**config.mk**
```make
export PLATFORM = sky130hd
export DESIGN_NAME = cam_pixel_binarizer_flat
export DESIGN_NICKNAME = d
export VERILOG_FILES = /design/src/rtl/cam_pixel_binarizer_pkg.sv /design/src/rtl/cam_pixel_binarizer_if.sv /design/src/rtl/cam_pixel_binarizer_luma_pipe.sv /design/src/rtl/cam_pixel_binarizer.sv /design/src/flat_wrapper.sv
export SDC_FILE = /design/constraint.sdc
export NUM_CORES = 1
export LEC_CHECK = 0
export ABC_AREA = 1
export BUFFER_PORTS_ARGS = -buffer_cell sky130_fd_sc_hd__buf_2
export CORE_MARGIN = 3
export CORE_UTILIZATION = 65
export CTS_BUF_LIST = sky130_fd_sc_hd__clkbuf_8
export CTS_CLUSTER_DIAMETER = 60
export CTS_CLUSTER_SIZE = 40
export DETAILED_ROUTE_END_ITERATION = 8
export GPL_TIMING_DRIVEN = 0
export HOLD_SLACK_MARGIN = 0.06
export PLACE_DENSITY = 0.84
export SYNTH_ARGS = -nofsm -noshare
export SYNTH_HDL_FRONTEND = slang
export SYNTH_SLANG_ARGS = --single-unit
```
**constraint.sdc**
```tcl
create_clock -name clk -period 7.75 [get_ports clk]
set_input_delay 0.3875 -clock clk [delete_from_list [all_inputs] [get_ports clk]]
set_output_delay 0.3875 -clock clk [all_outputs]
set_load 0.01 [all_outputs]
```
**src/rtl/cam_pixel_binarizer_pkg.sv**
```systemverilog
// Shared constants and types for the camera front end: frame geometry,
// BT.601-style luma weights and the RGB565 field layout.
package cam_pixel_binarizer_pkg;

    localparam int FRAME_SIZE = 76800;
    localparam int ADDR_W     = 17;

    localparam logic [7:0] COEF_R     = 8'd77;
    localparam logic [7:0] COEF_G     = 8'd150;
    localparam logic [7:0] COEF_B     = 8'd29;
    localparam int         LUMA_SHIFT = 8;

    localparam int R_MSB = 15;
    localparam int R_LSB = 11;
    localparam int G_MSB = 10;
    localparam int G_LSB = 5;
    localparam int B_MSB = 4;
    localparam int B_LSB = 0;

    typedef struct packed {
        logic [4:0] r;
        logic [5:0] g;
        logic [4:0] b;
    } rgb565_t;

    function automatic rgb565_t unpack565(input logic [15:0] w);
        rgb565_t p;
        p.r = w[R_MSB:R_LSB];
        p.g = w[G_MSB:G_LSB];
        p.b = w[B_MSB:B_LSB];
        return p;
    endfunction

endpackage

```
**src/rtl/cam_pixel_binarizer_if.sv**
```systemverilog
// Camera byte stream in, binarised capture write stream out.
interface cam_pixel_binarizer_if;
    import cam_pixel_binarizer_pkg::*;

    logic              cam_vsync;
    logic              cam_href;
    logic [7:0]        cam_byte;
    logic              cam_byte_valid;
    logic              capture_pixel;
    logic [ADDR_W-1:0] capture_addr;
    logic              capture_wren;

    modport master (
        output cam_vsync, cam_href, cam_byte, cam_byte_valid,
        input  capture_pixel, capture_addr, capture_wren
    );

    modport slave (
        input  cam_vsync, cam_href, cam_byte, cam_byte_valid,
        output capture_pixel, capture_addr, capture_wren
    );

endinterface

```
**src/rtl/cam_pixel_binarizer_luma_pipe.sv**
```systemverilog
// Two-stage RGB565 -> 8-bit luma: expand and multiply, then sum and shift.
module rgb565_luma_pipe
    import cam_pixel_binarizer_pkg::*;
(
    input  logic       clk,
    input  logic       reset,
    input  logic       in_vld,
    input  rgb565_t    in_pix,
    output logic       out_vld,
    output logic [7:0] out_luma
);

    logic [2:1]  vld_pipe_d, vld_pipe_q;
    logic [7:0]  r8, g8, b8;
    logic [15:0] prod_r_d, prod_g_d, prod_b_d;
    logic [15:0] prod_r_q, prod_g_q, prod_b_q;
    logic [15:0] sum;
    logic [7:0]  luma_d, luma_q;

    // Bit replication maps full-scale 5/6-bit codes to exactly 255.
    always_comb begin
        r8         = {in_pix.r, in_pix.r[4:2]};
        g8         = {in_pix.g, in_pix.g[5:4]};
        b8         = {in_pix.b, in_pix.b[4:2]};
        prod_r_d   = {8'd0, r8} * {8'd0, COEF_R};
        prod_g_d   = {8'd0, g8} * {8'd0, COEF_G};
        prod_b_d   = {8'd0, b8} * {8'd0, COEF_B};
        sum        = prod_r_q + prod_g_q + prod_b_q;
        luma_d     = 8'(sum >> LUMA_SHIFT);
        vld_pipe_d = {vld_pipe_q[1], in_vld};
    end

    always_ff @(posedge clk) begin
        if (reset) begin
            vld_pipe_q <= '0;
            prod_r_q   <= '0;
            prod_g_q   <= '0;
            prod_b_q   <= '0;
            luma_q     <= '0;
        end else begin
            vld_pipe_q <= vld_pipe_d;
            prod_r_q   <= prod_r_d;
            prod_g_q   <= prod_g_d;
            prod_b_q   <= prod_b_d;
            luma_q     <= luma_d;
        end
    end

    assign out_vld  = vld_pipe_q[2];
    assign out_luma = luma_q;

endmodule

```
**src/rtl/cam_pixel_binarizer.sv**
```systemverilog
// OV7670 RGB565 byte stream -> thresholded 1-bit pixels with frame addressing,
// frame-done pulse and frame-size error status.
module cam_pixel_binarizer #(
    parameter int FRAME_SIZE = cam_pixel_binarizer_pkg::FRAME_SIZE
) (
    input  logic                  clk,
    input  logic                  reset,
    input  logic                  enable,
    cam_pixel_binarizer_if.slave  cam,
    input  logic [7:0]            bin_thres,
    input  logic                  invert,
    output logic                  frame_done,
    output logic                  frame_error,
    output logic [7:0]            luma_out
);
    import cam_pixel_binarizer_pkg::*;

    localparam logic [ADDR_W-1:0] FS_W = ADDR_W'(FRAME_SIZE);

    logic              vsync_q, href_q;
    logic              armed_d, armed_q;
    logic              phase_d, phase_q;
    logic [7:0]        byte0_d, byte0_q;
    logic [ADDR_W-1:0] count_d, count_q, last_count_d, last_count_q;
    logic [ADDR_W-1:0] addr1_d, addr1_q, addr2_q;
    logic [1:0]        done_sr_d, done_sr_q;
    logic              frame_done_d, frame_done_q, frame_error_d, frame_error_q;
    logic              pixel_d, pixel_q, wren_d, wren_q;
    logic [ADDR_W-1:0] addr_d, addr_q;
    logic [7:0]        luma_d, luma_q;
    logic              vsync_rise, href_fall, accept, pix_vld, hit;
    rgb565_t           pix;
    logic              pipe_vld;
    logic [7:0]        pipe_luma;

    rgb565_luma_pipe u_luma (
        .clk      (clk),
        .reset    (reset),
        .in_vld   (pix_vld),
        .in_pix   (pix),
        .out_vld  (pipe_vld),
        .out_luma (pipe_luma)
    );

    always_comb begin
        vsync_rise = cam.cam_vsync & ~vsync_q;
        href_fall  = href_q & ~cam.cam_href;
        accept     = cam.cam_byte_valid & cam.cam_href & ~cam.cam_vsync & armed_q;
        pix_vld    = accept & phase_q;
        pix        = unpack565({byte0_q, cam.cam_byte});

        armed_d      = vsync_rise ? enable : armed_q;
        phase_d      = phase_q;
        byte0_d      = byte0_q;
        count_d      = count_q;
        last_count_d = last_count_q;
        addr1_d      = pix_vld ? count_q : addr1_q;

        if (accept) begin
            phase_d = ~phase_q;
            if (!phase_q) byte0_d = cam.cam_byte;
        end
        // Keep counting past the frame end so oversize frames still flag.
        if (pix_vld && count_q != '1) count_d = count_q + 1'b1;
        if (vsync_rise || href_fall) phase_d = 1'b0;
        if (vsync_rise) begin
            count_d      = '0;
            last_count_d = count_q;
        end

        // Done is delayed past the pipe depth so it trails the frame's last write.
        done_sr_d     = {done_sr_q[0], vsync_rise & armed_q};
        frame_done_d  = done_sr_q[1];
        frame_error_d = done_sr_q[1] ? (last_count_q != FS_W) : frame_error_q;

        hit     = (pipe_luma >= bin_thres) ^ invert;
        wren_d  = pipe_vld && (addr2_q < FS_W);
        pixel_d = wren_d ? hit : pixel_q;
        addr_d  = wren_d ? addr2_q : addr_q;
        luma_d  = wren_d ? pipe_luma : luma_q;
    end

    always_ff @(posedge clk) begin
        if (reset) begin
            vsync_q       <= 1'b0;
            href_q        <= 1'b0;
            armed_q       <= 1'b0;
            phase_q       <= 1'b0;
            byte0_q       <= '0;
            count_q       <= '0;
            last_count_q  <= '0;
            addr1_q       <= '0;
            addr2_q       <= '0;
            done_sr_q     <= '0;
            frame_done_q  <= 1'b0;
            frame_error_q <= 1'b0;
            pixel_q       <= 1'b0;
            wren_q        <= 1'b0;
            addr_q        <= '0;
            luma_q        <= '0;
        end else begin
            vsync_q       <= cam.cam_vsync;
            href_q        <= cam.cam_href;
            armed_q       <= armed_d;
            phase_q       <= phase_d;
            byte0_q       <= byte0_d;
            count_q       <= count_d;
            last_count_q  <= last_count_d;
            addr1_q       <= addr1_d;
            addr2_q       <= addr1_q;
            done_sr_q     <= done_sr_d;
            frame_done_q  <= frame_done_d;
            frame_error_q <= frame_error_d;
            pixel_q       <= pixel_d;
            wren_q        <= wren_d;
            addr_q        <= addr_d;
            luma_q        <= luma_d;
        end
    end

    assign cam.capture_pixel = pixel_q;
    assign cam.capture_addr  = addr_q;
    assign cam.capture_wren  = wren_q;
    assign frame_done        = frame_done_q;
    assign frame_error       = frame_error_q;
    assign luma_out          = luma_q;

endmodule

```
**src/flat_wrapper.sv**
```systemverilog
// flat-port wrapper written by rule: the top's interface ports become plain ports
module cam_pixel_binarizer_flat import cam_pixel_binarizer_pkg::*;
#(
    parameter int FRAME_SIZE = cam_pixel_binarizer_pkg::FRAME_SIZE
)
  (clk, reset, enable, bin_thres, invert, frame_done, frame_error, luma_out, cam_cam_vsync, cam_cam_href, cam_cam_byte, cam_cam_byte_valid, cam_capture_pixel, cam_capture_addr, cam_capture_wren);
  cam_pixel_binarizer_if cam_i ();
  input  logic clk;
  input  logic reset;
  input  logic enable;
  input  logic [7:0] bin_thres;
  input  logic invert;
  output logic frame_done;
  output logic frame_error;
  output logic [7:0] luma_out;
  input wire logic [$bits(cam_i.cam_vsync)-1:0] cam_cam_vsync;
  input wire logic [$bits(cam_i.cam_href)-1:0] cam_cam_href;
  input wire logic [$bits(cam_i.cam_byte)-1:0] cam_cam_byte;
  input wire logic [$bits(cam_i.cam_byte_valid)-1:0] cam_cam_byte_valid;
  output wire logic [$bits(cam_i.capture_pixel)-1:0] cam_capture_pixel;
  output wire logic [$bits(cam_i.capture_addr)-1:0] cam_capture_addr;
  output wire logic [$bits(cam_i.capture_wren)-1:0] cam_capture_wren;
  assign cam_i.cam_vsync = cam_cam_vsync;
  assign cam_i.cam_href = cam_cam_href;
  assign cam_i.cam_byte = cam_cam_byte;
  assign cam_i.cam_byte_valid = cam_cam_byte_valid;
  assign cam_capture_pixel = cam_i.capture_pixel;
  assign cam_capture_addr = cam_i.capture_addr;
  assign cam_capture_wren = cam_i.capture_wren;
  cam_pixel_binarizer #(.FRAME_SIZE(FRAME_SIZE)) u_core (.clk(clk), .reset(reset), .enable(enable), .cam(cam_i), .bin_thres(bin_thres), .invert(invert), .frame_done(frame_done), .frame_error(frame_error), .luma_out(luma_out));
endmodule
```
==> impl_results.md <==
- Rel. slew slack: 54.33%
- CTS tree: built
- Largest net degree at the start of global routing: 19
- Reg-to-reg slack, setup: 4.25 ns
- Crit-path slowest cell: dfxtp_1
- Count leader, synth: nand2_1
- Die area: 16240 um^2
- Simple logic cell fraction of the synthesized area: roughly a fifth
- Post-synth net total: about 1.4k
- Cell row count: 43
- Synthesized area: 9583 um^2
- Worst Hold Path EP: u_core.vsync_q$_SDFF_PP0_
- Critical R2R Launch: u_core.byte0_q[1]$_SDFFE_PP0P_
- Final slew viol count: 0
- Reg2reg path depth: 14
- Fin nets: between 1k and 1.5k
- Slew @ Worst Pin: between 0.6 and 0.7 ns
- H-tree lvl count: 4
- Clk_skew: between 0.01 and 0.015 ns
- CP bufs+invs: 2
- Clk_lat worst skew: about 0.46 ns
- Crit path arrival time: between 3 and 4 ns
- Wire length of the first global-routing pass: roughly 36000 um
- DRC viols: 0
- Number of max-cap violations: 0
- DP HPWL: about 17000 um
- Total track usage: around 27%
- Primary FF master, synth: dfxtp_1
- Die Span Y: about 130 um
- Fin crit share: 45.20%
- Reg2reg end: u_core.u_luma.prod_g_q[13]$_SDFF_PP0_
- CP max stage delay: 0.53 ns
- Congestion Overflow GR: 0
- Root Buffer: clkbuf_8
- Post-CTS Setup Inserts: 0
- Status: completed
- Compound-cell area share of the yosys netlist: approximately an eighth
- CTS Buf Count: 17
- Lkg Pwr: approximately 5.2 nW
- Critical path class: flip-flop to flip-flop
- Fmax: between 200 and 300 MHz
- Crit path max-delay family: adder cells
- Vias in the first global route: around 7.7k
- Gpl congestion: 0.9414
- Vias: between 8k and 9k
- Cells after synthesis: ~1.2k
- Post-DP Area: just over 10000 um^2
- Final hold viol count: 0
- Initial antenna violation count: 0
- Hold path depth: 3
- Cell area after layout: 10480 um^2
- Top cell type's share of synthesized area: 34.26%
- Post-route ant nets: 0
- DR iter-0 viols: roughly 750
- Yosys cell types: 39
- Share of the yosys chip area belonging to registers: between 30% and 40%
- Vias/cell: ~5.5
- Worst Hold Class: input port to flip-flop
- Cell Pwr Density: approximately 190 nW/um^2
- Max Root-Sink Buffers: 2
- FF+latch count, synth: approximately 160
- Post-synth ARST share: 0%
- EDFF count, synth: 0
- CTS sink cnt: 164
- Drt pass-1 iters: 6
- Layout Cells excl Fill: ~1.5k
- CTS resizes: 0
- Top cells by instance count after synthesis: nand2_1, inv_1, dfxtp_1
- Setup_tns: 0 ns
- N_diodes: 0
- Hold_sp: cam_cam_vsync
- Synthesis Warnings: 0
- Port bufs: 50
- Initial Util: about two thirds
- Core Area: about 14000 um^2
- Worst Path Required: ~8 ns
- Critical path peak fanout: 7
- # hold bufs at CTS: 0
- Mux contribution to synthesized area: 0%
- Chip Width: 127.4 um
- Final wirelength: 21220 um
- Startpoint Class: flip-flop
- Crit. End Element: flip-flop
- Critical path cell sequence: ha_1, ha_1, inv_1, fa_1, fa_1, inv_1, ha_1, a21oi_1, o21ai_0, nand2_1, nand3_1, nand2_1, nand2_1, nor2_1
- Endpoints failing setup: 0
- WL/cell: approximately 14 um
- Adder-cell share of the synthesized area: 23.53%
- Area delta synth->final: 9.309%
- RSZ-0062 raised after global routing: false
- Combinational family with the most area after synthesis: adder cells
- Fraction of layout cells with a size suffix above 1: under 10%
- Peak supply drop: about 0.00022 V
- Placed cell count: about 1.4k
- Syn Area/Cell: about 7.9 um^2
- Area contributors post-synth: dfxtp_1, ha_1, nand2_1
- Fin crit period: approximately 3.5 ns
- Top Ports: 52
- Xor/xnor share of the synthesized area: less than 1%
- Cell accounting for the most synthesized area: dfxtp_1
- Worst-path clk slew: roughly 0.10 ns
per-layer routing:
layer	vias to the layer above	GRT usage, %	wire length, um	part of all wire, %
met5	-	0	0	0
met4	0	7.192	337	1.6
li1	4030	-	-	-
met2	275	43.79	9488	45
met1	3722	37.91	9699	46
met3	36	5.560	1695	8.0
registers in the layout (all words and copies together), names as in the netlist, 2 cells and up:
signal	flops
u_core.u_luma.prod_g_q	15
u_core.addr2_q	17
u_core.u_luma.vld_pipe_q	2
u_core.u_luma.prod_b_q	13
u_core.addr1_q	17
u_core.byte0_q	8
u_core.done_sr_q	2
u_core.last_count_q	17
u_core.u_luma.prod_r_q	15
u_core.u_luma.out_luma	8
u_core.luma_out	8
u_core.cam.capture_addr	17
u_core.count_q	17
worst register-to-register path, delay by kind of cell (launching register included):
family / cells / cell delay, ns
adder cells (fa/ha/maj): 5 / 1.93
flip-flops: 1 / 0.53
AND/OR/NAND/NOR: 5 / 0.48
AO/OA/AOI/OAI: 2 / 0.37
buffers and inverters: 2 / 0.09
power breakdown:
| part | internal (mW) | switching [mW] |
|---|---|---|
| logic | 0.166 | 0.293 |
| clock network | 0.274 | 0.358 |
| registers | 0.887 | 0.0290 |
area by class of cell:
| type | count | area [um^2] |
|---|---|---|
| fillers | 1083 | 3675 |
| repair buffers | 50 | 250.2 |
| flip-flops and latches | 164 | 3283 |
| well taps | 180 | 225.2 |
| inverters | 203 | 762.0 |
| clock buffers | 17 | 234.0 |
| multi-input cells | 817 | 5410 |
| clock inverters | 15 | 182.7 |
| plain buffers | 26 | 127.6 |
worst max-delay path by stage:
| stage | start | end | slack (ns) | cells past startpoint |
|---|---|---|---|---|
| after CTS | u_core.byte0_q[1]$_SDFFE_PP0P_ | u_core.u_luma.prod_g_q[13]$_SDFF_PP0_ | 4.27 | 14 |
| final | u_core.byte0_q[1]$_SDFFE_PP0P_ | u_core.u_luma.prod_g_q[13]$_SDFF_PP0_ | 4.25 | 14 |
| after global routing | u_core.byte0_q[1]$_SDFFE_PP0P_ | u_core.u_luma.prod_g_q[13]$_SDFF_PP0_ | 4.01 | 14 |
| after detailed placement | cam_cam_byte[7] | u_core.u_luma.prod_g_q[13]$_SDFF_PP0_ | 4.23 | 15 |
| after global placement | cam_cam_byte[7] | u_core.u_luma.prod_g_q[13]$_SDFF_PP0_ | 4.25 | 15 |
| after floorplan | u_core.byte0_q[5]$_SDFFE_PP0P_ | u_core.u_luma.prod_r_q[8]$_SDFF_PP0_ | 4.69 | 14 |
cell usage in the layout, fill, tap and decap left out, types with 37 or more instances in the layout:
cell type,count
dfxtp_1,164
nand2_1,225
nor2_1,130
a21oi_1,120
fa_1,37
inv_1,198
o21ai_0,50
ha_1,121
buf_2,65
nand3_1,50
stage by stage:
stage / util (%) / hold slack, ns / total power [mW] / setup WS [ns]
after floorplan: - / 0.3883 / 1.260 / 4.693
after global placement: 71.09 / 0.3932 / 1.363 / 4.252
after detailed placement: 71.09 / 0.3953 / 1.379 / 4.232
after CTS: 74.03 / 0.1468 / 2.004 / 4.268
after global routing: 74.03 / 0.1696 / 2.123 / 4.006
final: 74.03 / 0.1635 / 2.007 / 4.247
logic make-up after synthesis:
family / Yosys count
AND/OR/NAND/NOR: 438
XOR/XNOR: 7
AO/OA/AOI/OAI: 214
flip-flops: 164
buffers and inverters: 229
adder cells (fa/ha/maj): 158
Power figures use the tool's default switching activity.
